===== src/rtl/f_fetch_stage_pkg.sv =====
// -----------------------------------------------------------------------------
// f_fetch_stage_pkg
//   Shared constants and types for the MIPS fetch stage and whatever instruction
//   memory sits behind it (word index = (F_PC - IM_BASE) >> 2).
//   PC_RESET : PC after reset
//   IM_BASE  : first byte address backed by instruction memory
//   IM_WORDS : instruction memory depth in words
//   NOP      : word substituted for an instruction whose fetch faulted
//   fd_t     : the F/D pipeline register contents
// -----------------------------------------------------------------------------
package f_fetch_stage_pkg;

    localparam logic [31:0] PC_RESET = 32'h0000_3000;
    localparam logic [31:0] IM_BASE  = 32'h0000_3000;
    localparam int unsigned IM_WORDS = 4096;
    localparam logic [31:0] NOP      = 32'h0000_0000;

    typedef struct packed {
        logic [31:0] instr;
        logic [31:0] pc;
        logic        valid;
        logic        exc_adel;
        logic        in_ds;
    } fd_t;

    // Fetch address error: misaligned, or outside base .. base+4*words-1.
    // The range test is done in 33 bits so a window ending at 2^32 still works.
    function automatic logic fetch_adel(input logic [31:0] pc,
                                        input logic [31:0] base,
                                        input int unsigned words);
        logic [32:0] p;
        logic [32:0] lo;
        logic [32:0] hi;
        p  = {1'b0, pc};
        lo = {1'b0, base};
        hi = lo + {1'b0, words[29:0], 2'b00};
        return (pc[1:0] != 2'b00) || (p < lo) || (p >= hi);
    endfunction

endpackage


===== src/rtl/f_fetch_stage_if.sv =====
// -----------------------------------------------------------------------------
// f_fetch_stage_if
//   Bundles the fetch stage's instruction-memory, hazard/CP0, decode and F/D
//   signals. The master modport is the fetch stage itself; slave is its
//   surroundings (imem, hazard unit, CP0, decode).
// -----------------------------------------------------------------------------
interface f_fetch_stage_if;

    logic [31:0] F_PC;
    logic [31:0] F_IM_instr;
    logic        stall;
    logic        flush;
    logic [31:0] flush_pc;
    logic        redirect_en;
    logic [31:0] redirect_pc;
    logic        D_is_branch;
    logic [31:0] D_instr;
    logic [31:0] D_PC;
    logic        D_valid;
    logic        D_exc_adel;
    logic        D_in_ds;
    logic [31:0] fetch_cnt;

    modport master (
        output F_PC, D_instr, D_PC, D_valid, D_exc_adel, D_in_ds, fetch_cnt,
        input  F_IM_instr, stall, flush, flush_pc, redirect_en, redirect_pc,
               D_is_branch
    );

    modport slave (
        input  F_PC, D_instr, D_PC, D_valid, D_exc_adel, D_in_ds, fetch_cnt,
        output F_IM_instr, stall, flush, flush_pc, redirect_en, redirect_pc,
               D_is_branch
    );

endinterface


===== src/rtl/f_fetch_stage_fd_pipe_reg.sv =====
// -----------------------------------------------------------------------------
// fd_pipe_reg
//   F/D pipeline register plus the fetched-instruction counter.
//   Priority per edge: flush (bubble) > stall (hold) > load (capture fd_in).
//   clk, reset     : clock, asynchronous active-low reset
//   flush/stall/load : register controls
//   fd_in          : next F/D contents from the fetch logic
//   fd_out         : current F/D contents
//   fetch_cnt      : number of load edges since reset (wraps at 2^32)
// -----------------------------------------------------------------------------
module fd_pipe_reg
    import f_fetch_stage_pkg::*;
(
    input  logic        clk,
    input  logic        reset,
    input  logic        flush,
    input  logic        stall,
    input  logic        load,
    input  fd_t         fd_in,
    output fd_t         fd_out,
    output logic [31:0] fetch_cnt
);

    fd_t         fd_q, fd_d;
    logic [31:0] cnt_q, cnt_d;

    // NOTE: every output of a combinational block gets a default first, so
    // no path through the if/else can leave it unassigned and infer a latch.
    always_comb begin
        fd_d  = fd_q;
        cnt_d = cnt_q;
        if (flush) begin
            fd_d = '{instr: NOP, pc: 32'h0, valid: 1'b0, exc_adel: 1'b0, in_ds: 1'b0};
        end else if (stall) begin
            fd_d = fd_q;
        end else if (load) begin
            fd_d  = fd_in;
            cnt_d = cnt_q + 32'd1;
        end
    end

    // NOTE: state is updated with non-blocking assignments so every flop
    // samples pre-edge values, independent of statement order.
    always_ff @(posedge clk or negedge reset) begin
        if (!reset) begin
            fd_q  <= '0;
            cnt_q <= '0;
        end else begin
            fd_q  <= fd_d;
            cnt_q <= cnt_d;
        end
    end

    assign fd_out    = fd_q;
    assign fetch_cnt = cnt_q;

endmodule


===== src/rtl/f_fetch_stage.sv =====
// -----------------------------------------------------------------------------
// f_fetch_stage
//   Fetch stage of the 5-stage MIPS pipeline: PC register, next-PC selection
//   (flush > stall > redirect > PC+4), fetch address error check, and the F/D
//   register (fd_pipe_reg).
//   clk   : clock
//   reset : asynchronous active-low reset
//   bus   : f_fetch_stage_if.master -- F_PC/F_IM_instr to imem, stall/flush/
//           redirect controls in, D_* F/D outputs and fetch_cnt out
// -----------------------------------------------------------------------------
module f_fetch_stage #(
    parameter logic [31:0] PC_RESET = f_fetch_stage_pkg::PC_RESET,
    parameter logic [31:0] IM_BASE  = f_fetch_stage_pkg::IM_BASE,
    parameter int unsigned IM_WORDS = f_fetch_stage_pkg::IM_WORDS
) (
    input  logic            clk,
    input  logic            reset,
    f_fetch_stage_if.master bus
);

    import f_fetch_stage_pkg::*;

    logic [31:0] pc_q, pc_d;
    logic        adel;
    logic        load;
    fd_t         fd_in;
    fd_t         fd_out;

    // A redirect needs no flush: the delay-slot instruction is the one in F
    // right now and is captured on the same edge the PC jumps.
    always_comb begin
        pc_d = pc_q;
        if (bus.flush) begin
            pc_d = bus.flush_pc;
        end else if (bus.stall) begin
            pc_d = pc_q;
        end else if (bus.redirect_en) begin
            pc_d = bus.redirect_pc;
        end else begin
            pc_d = pc_q + 32'd4;
        end
    end

    always_ff @(posedge clk or negedge reset) begin
        if (!reset) begin
            pc_q <= PC_RESET;
        end else begin
            pc_q <= pc_d;
        end
    end

    // A faulting fetch still advances and loads; the NOP keeps garbage out of
    // decode until CP0 flushes on the exception flag.
    assign adel = fetch_adel(pc_q, IM_BASE, IM_WORDS);
    assign load = !bus.flush && !bus.stall;

    always_comb begin
        fd_in.instr    = adel ? NOP : bus.F_IM_instr;
        fd_in.pc       = pc_q;
        fd_in.valid    = 1'b1;
        fd_in.exc_adel = adel;
        fd_in.in_ds    = bus.D_is_branch;
    end

    fd_pipe_reg u_fd_pipe_reg (
        .clk       (clk),
        .reset     (reset),
        .flush     (bus.flush),
        .stall     (bus.stall),
        .load      (load),
        .fd_in     (fd_in),
        .fd_out    (fd_out),
        .fetch_cnt (bus.fetch_cnt)
    );

    assign bus.F_PC       = pc_q;
    assign bus.D_instr    = fd_out.instr;
    assign bus.D_PC       = fd_out.pc;
    assign bus.D_valid    = fd_out.valid;
    assign bus.D_exc_adel = fd_out.exc_adel;
    assign bus.D_in_ds    = fd_out.in_ds;

endmodule


===== src/flat_wrapper.sv =====
// flat-port wrapper written by rule: the top's interface ports become plain ports
module f_fetch_stage_flat import f_fetch_stage_pkg::*;
#(
    parameter logic [31:0] PC_RESET = f_fetch_stage_pkg::PC_RESET,
    parameter logic [31:0] IM_BASE  = f_fetch_stage_pkg::IM_BASE,
    parameter int unsigned IM_WORDS = f_fetch_stage_pkg::IM_WORDS
)
  (clk, reset, bus_F_PC, bus_D_instr, bus_D_PC, bus_D_valid, bus_D_exc_adel, bus_D_in_ds, bus_fetch_cnt, bus_F_IM_instr, bus_stall, bus_flush, bus_flush_pc, bus_redirect_en, bus_redirect_pc, bus_D_is_branch);
  f_fetch_stage_if bus_i ();
  input  logic clk;
  input  logic reset;
  output wire logic [$bits(bus_i.F_PC)-1:0] bus_F_PC;
  output wire logic [$bits(bus_i.D_instr)-1:0] bus_D_instr;
  output wire logic [$bits(bus_i.D_PC)-1:0] bus_D_PC;
  output wire logic [$bits(bus_i.D_valid)-1:0] bus_D_valid;
  output wire logic [$bits(bus_i.D_exc_adel)-1:0] bus_D_exc_adel;
  output wire logic [$bits(bus_i.D_in_ds)-1:0] bus_D_in_ds;
  output wire logic [$bits(bus_i.fetch_cnt)-1:0] bus_fetch_cnt;
  input wire logic [$bits(bus_i.F_IM_instr)-1:0] bus_F_IM_instr;
  input wire logic [$bits(bus_i.stall)-1:0] bus_stall;
  input wire logic [$bits(bus_i.flush)-1:0] bus_flush;
  input wire logic [$bits(bus_i.flush_pc)-1:0] bus_flush_pc;
  input wire logic [$bits(bus_i.redirect_en)-1:0] bus_redirect_en;
  input wire logic [$bits(bus_i.redirect_pc)-1:0] bus_redirect_pc;
  input wire logic [$bits(bus_i.D_is_branch)-1:0] bus_D_is_branch;
  assign bus_F_PC = bus_i.F_PC;
  assign bus_D_instr = bus_i.D_instr;
  assign bus_D_PC = bus_i.D_PC;
  assign bus_D_valid = bus_i.D_valid;
  assign bus_D_exc_adel = bus_i.D_exc_adel;
  assign bus_D_in_ds = bus_i.D_in_ds;
  assign bus_fetch_cnt = bus_i.fetch_cnt;
  assign bus_i.F_IM_instr = bus_F_IM_instr;
  assign bus_i.stall = bus_stall;
  assign bus_i.flush = bus_flush;
  assign bus_i.flush_pc = bus_flush_pc;
  assign bus_i.redirect_en = bus_redirect_en;
  assign bus_i.redirect_pc = bus_redirect_pc;
  assign bus_i.D_is_branch = bus_D_is_branch;
  f_fetch_stage #(.PC_RESET(PC_RESET), .IM_BASE(IM_BASE), .IM_WORDS(IM_WORDS)) u_core (.clk(clk), .reset(reset), .bus(bus_i));
endmodule

===== config.mk =====
export PLATFORM = sky130hd
export DESIGN_NAME = f_fetch_stage_flat
export DESIGN_NICKNAME = d
export VERILOG_FILES = /design/src/rtl/f_fetch_stage_pkg.sv /design/src/rtl/f_fetch_stage_if.sv /design/src/rtl/f_fetch_stage_fd_pipe_reg.sv /design/src/rtl/f_fetch_stage.sv /design/src/flat_wrapper.sv
export SDC_FILE = /design/constraint.sdc
export NUM_CORES = 1
export LEC_CHECK = 0
export BUFFER_PORTS_ARGS = -buffer_cell sky130_fd_sc_hd__buf_4
export CORE_UTILIZATION = 45
export CTS_BUF_LIST = sky130_fd_sc_hd__clkbuf_16
export CTS_CLUSTER_SIZE = 30
export DETAILED_ROUTE_END_ITERATION = 7
export PLACE_DENSITY = 0.76
export SKIP_LAST_GASP = 1
export SLEW_MARGIN = 25
export SYNTH_ARGS = -nofsm -noshare
export SYNTH_HDL_FRONTEND = slang
export SYNTH_SLANG_ARGS = --single-unit

===== constraint.sdc =====
create_clock -name clk -period 1.9 [get_ports clk]
set_clock_uncertainty 0.1 [all_clocks]
set_input_delay 0 -clock clk [delete_from_list [all_inputs] [get_ports clk]]
set_output_delay 0 -clock clk [all_outputs]
set_load 0.005 [all_outputs]

==> impl_summary.log <==
INFO  metric crit_path_kind = register to register
INFO  metric vias_per_cell = 5.37
INFO  metric max_cap_viol_count = 0
INFO  metric htree_levels = 4
INFO  metric r2r_worst_path_depth = 5
INFO  metric reg2reg_to = u_core.u_fd_pipe_reg.fetch_cnt[31]
INFO  metric tritoncts_clock_tree = done
INFO  metric clk_pin_slew = roughly 0.06 ns
INFO  metric layout_worst_path_cycle_share = 104%
INFO  metric synth_area_leader = sky130_fd_sc_hd__dfrtp_1
INFO  metric share_of_synthesized_area_occupied_by_flip_flops_and_latches = approximately half
INFO  metric result_of_the_run = finished with violations
INFO  metric failing_checks = negative setup slack
INFO  metric share_of_the_synthesized_area_in_compound_gates_ao_oa_aoi_oai = 9.43%
INFO  metric antennaDiodeCount = 0
INFO  metric wirelength = around 22000 um
INFO  metric layout_commonest_cell = sky130_fd_sc_hd__buf_4
INFO  metric layout_net_count = 1168
INFO  metric worst_slack = -0.0754 ns
INFO  metric ys_types = 40
INFO  metric cts.root.buffer_cell = sky130_fd_sc_hd__clkbuf_16
INFO  metric power.leakage = slightly above 5 nW
INFO  metric synth.mux.area_fraction = 6.53%
INFO  metric yosys.area_share.simple = 22.0%
INFO  metric postSynth.topFlopCell = sky130_fd_sc_hd__dfrtp_1
INFO  metric place.detailed.hpwl = roughly 13000 um
INFO  metric placement.io_buffers = 232
INFO  metric netlist_top_cells_area = sky130_fd_sc_hd__dfrtp_1, sky130_fd_sc_hd__nand2_1, sky130_fd_sc_hd__mux2i_1
INFO  metric worst-slew-pin-transition = 0.813 ns
INFO  metric grt_start_max_net_pins = 96
INFO  metric die_area = 15000 sq um
INFO  metric timing.final.crit_period = between 1.5 and 2 ns
INFO  metric crit_required = about 2.1 ns
INFO  metric clk_path_buf_depth = 2
INFO  metric postSynthRegisterBits = approximately 130
INFO  metric place_ws = -0.0983 ns
INFO  metric ir_worst_vdd = 0.793 mV
INFO  metric clock_sink_count = 131
INFO  metric die_w = 122 um
INFO  metric post_synthesis_share_of_cell_area_spent_on_xor_and_xnor_gates = approximately 7.5%
INFO  metric yosys.area_share.adder = 0.576%
INFO  metric path_max_fanout = 4
INFO  metric flow.area_growth_from_synthesis = 64.5%
INFO  metric synth_enable_flop_cells = 0
INFO  metric worst-endpoint-arrival = ~2.2 ns
INFO  metric core_area = 14000 sq um
INFO  metric syn_inst = between 600 and 700
INFO  metric clock.fmax = 506 MHz
INFO  metric antenna_violating_nets_post_route = 0
INFO  metric synthArstFlopShare = 100%
INFO  metric grt_antenna_before_repair = 0
INFO  metric drive_gt1_share = 34.2%
INFO  metric hold_viol = 0
INFO  metric setup.reg_to_reg.worst_slack = -0.08 ns
INFO  metric grt.total_usage = between 20 and 30%
INFO  metric finalWeightedCongestion = 0.855
INFO  metric detail_route.iter0.violations = between 500 and 600
INFO  metric largest_family_of_logic_cells_by_synthesized_area = simple AND/OR/NAND/NOR gates
INFO  metric die-height = 122 um
INFO  metric drc_errors = 0
INFO  metric route.detailed.wl_per_inst = 17.8 um
INFO  metric drv_slew = 0
INFO  metric placement_rows = 43
INFO  metric globalRoute.totalOverflow = 0
INFO  metric boundaryPins = 233
INFO  metric power_dens_cells = 787 nW/um^2
INFO  metric area_share_of_the_largest_cell_type_after_synthesis = 49.5%
INFO  metric drt_pass1_iterations = 5
INFO  metric worstSetupStartpointType = register
INFO  metric reg2reg_from = u_core.u_fd_pipe_reg.fetch_cnt[14]
INFO  metric grt_pass1_wl = 34000 um
INFO  metric insertion_delay = 0.43 ns
INFO  metric most-common-layout-cells = sky130_fd_sc_hd__buf_4, sky130_fd_sc_hd__dfrtp_1, sky130_fd_sc_hd__nand2_1, sky130_fd_sc_hd__dlygate4sd3_1, sky130_fd_sc_hd__nor2_1
INFO  metric relative_max_transition_margin = 45.8%
INFO  metric worst_hold_path_type = primary input to async pin
INFO  metric synth.net_count = around 790
INFO  metric critical_path_sink_type = register
INFO  metric power = 0.00843 W
INFO  metric synthesis.yosys.warnings = 0
INFO  metric grt_pass1_vias = 6680
INFO  metric via_count = 6745
INFO  metric setup_viol = 3
INFO  metric grt_setup_unrepaired = true
INFO  metric starting_density_of_the_core = 46.6%
INFO  metric tritoncts.num_buffers = 17
INFO  metric syn_area = 6520 sq um
INFO  metric avgSynthCellArea = 9.49 sq um
-- synth_stat cells (2+ instances only) --
library cell and count:
sky130_fd_sc_hd__a21oi_1 58, sky130_fd_sc_hd__a221o_1 3, sky130_fd_sc_hd__a31oi_1 2, sky130_fd_sc_hd__and3_1 5, sky130_fd_sc_hd__and4_1 5, sky130_fd_sc_hd__buf_1 6
sky130_fd_sc_hd__buf_2 7, sky130_fd_sc_hd__clkbuf_1 38, sky130_fd_sc_hd__dfrtp_1 129, sky130_fd_sc_hd__dfstp_2 2, sky130_fd_sc_hd__ha_1 3, sky130_fd_sc_hd__inv_1 9
sky130_fd_sc_hd__mux2_2 4, sky130_fd_sc_hd__mux2i_1 38, sky130_fd_sc_hd__nand2_1 107, sky130_fd_sc_hd__nand3_1 27, sky130_fd_sc_hd__nand3b_1 32, sky130_fd_sc_hd__nand4_1 18
sky130_fd_sc_hd__nor2_1 72, sky130_fd_sc_hd__nor3_1 9, sky130_fd_sc_hd__nor4_1 6, sky130_fd_sc_hd__o21ai_0 12, sky130_fd_sc_hd__o221ai_1 21, sky130_fd_sc_hd__o22ai_1 2
sky130_fd_sc_hd__or3_1 2, sky130_fd_sc_hd__or4_1 2, sky130_fd_sc_hd__xnor2_1 26, sky130_fd_sc_hd__xor2_1 30
-- worst max-delay path by stage --
stage                                             from                                  to  depth (start not counted)
floorplan            u_core.u_fd_pipe_reg.fetch_cnt[0]  u_core.u_fd_pipe_reg.fetch_cnt[28]                          6
finish              u_core.u_fd_pipe_reg.fetch_cnt[14]  u_core.u_fd_pipe_reg.fetch_cnt[31]                          5
CTS                  u_core.u_fd_pipe_reg.fetch_cnt[5]  u_core.u_fd_pipe_reg.fetch_cnt[31]                          5
global route        u_core.u_fd_pipe_reg.fetch_cnt[14]  u_core.u_fd_pipe_reg.fetch_cnt[31]                          5
detailed placement                  u_core.bus.F_PC[3]                 u_core.bus.F_PC[26]                          6
global placement     u_core.u_fd_pipe_reg.fetch_cnt[0]  u_core.u_fd_pipe_reg.fetch_cnt[28]                          6
-- power by group --
part	switching (W)	internal [W]
sequential	0.000168	0.00299
clock	0.00123	0.00231
combinational	0.000783	0.000949
total	0.00218	0.00625
-- final cells by class --
type	count	area, sq um
clock buffers	17	425
well taps	180	225
inverters	9	33.8
repair buffers	407	3380
fillers	923	3270
multi-input cells	497	3160
clock inverters	15	214
flip-flops and latches	131	3280
-- sequential cells by signal, summed over array words and instances, names as in the netlist --
| name | cells |
|---|---|
| u_core.u_fd_pipe_reg.fd_out | 67 |
| u_core.u_fd_pipe_reg.fetch_cnt | 32 |
| u_core.bus.F_PC | 32 |
-- kinds of logic after synthesis --
logic type               Yosys count
AND/OR/NAND/NOR                  294
AO/OA/AOI/OAI                    101
buffers and inverters             60
XOR/XNOR                          56
adder cells (fa/ha/maj)            3
multiplexers                      42
flip-flops                       131
-- per-layer routing --
metal  wire length, um  GRT usage, %
met5                 0             0
met2             11200          50.6
met1              8830          35.5
met4               515          10.7
met3              1740          9.25
-- worst max-delay path, cell delays in order (launching register included) --
cell and delay, ns:
sky130_fd_sc_hd__dfrtp_1 0.39, sky130_fd_sc_hd__nand3_2 0.09, sky130_fd_sc_hd__or3_4 0.38, sky130_fd_sc_hd__or4_4 0.56
sky130_fd_sc_hd__nor4_4 0.17, sky130_fd_sc_hd__xor2_1 0.20
-- stage by stage --
stage	area, sq um	TNS (ns)	std cells	utilization [%]	hold slack (ns)
final	10700	-0.129	1256	76.6	0.0167
after detailed placement	8870	-0.779	1115	63.4	-0.0961
after CTS	10500	-0.0480	1247	75.2	0.0114
after floorplan	6550	-0.0185	687	-	-0.396
after global routing	10700	-0.506	1256	76.6	0.0240
after global placement	8870	-0.0337	1115	63.4	-0.0976
-- what timing repair did --
item                       in CTS  in global routing
hold endpoints to repair      198                  1
setup buffers                   0                  5
pin swaps                       1                 11
gates cloned                    0                  2
gates resized for setup         2                 23
hold buffers                  100                  2
setup endpoints to repair      14                 67
No activity file was read; power rests on OpenSTA's default activity.
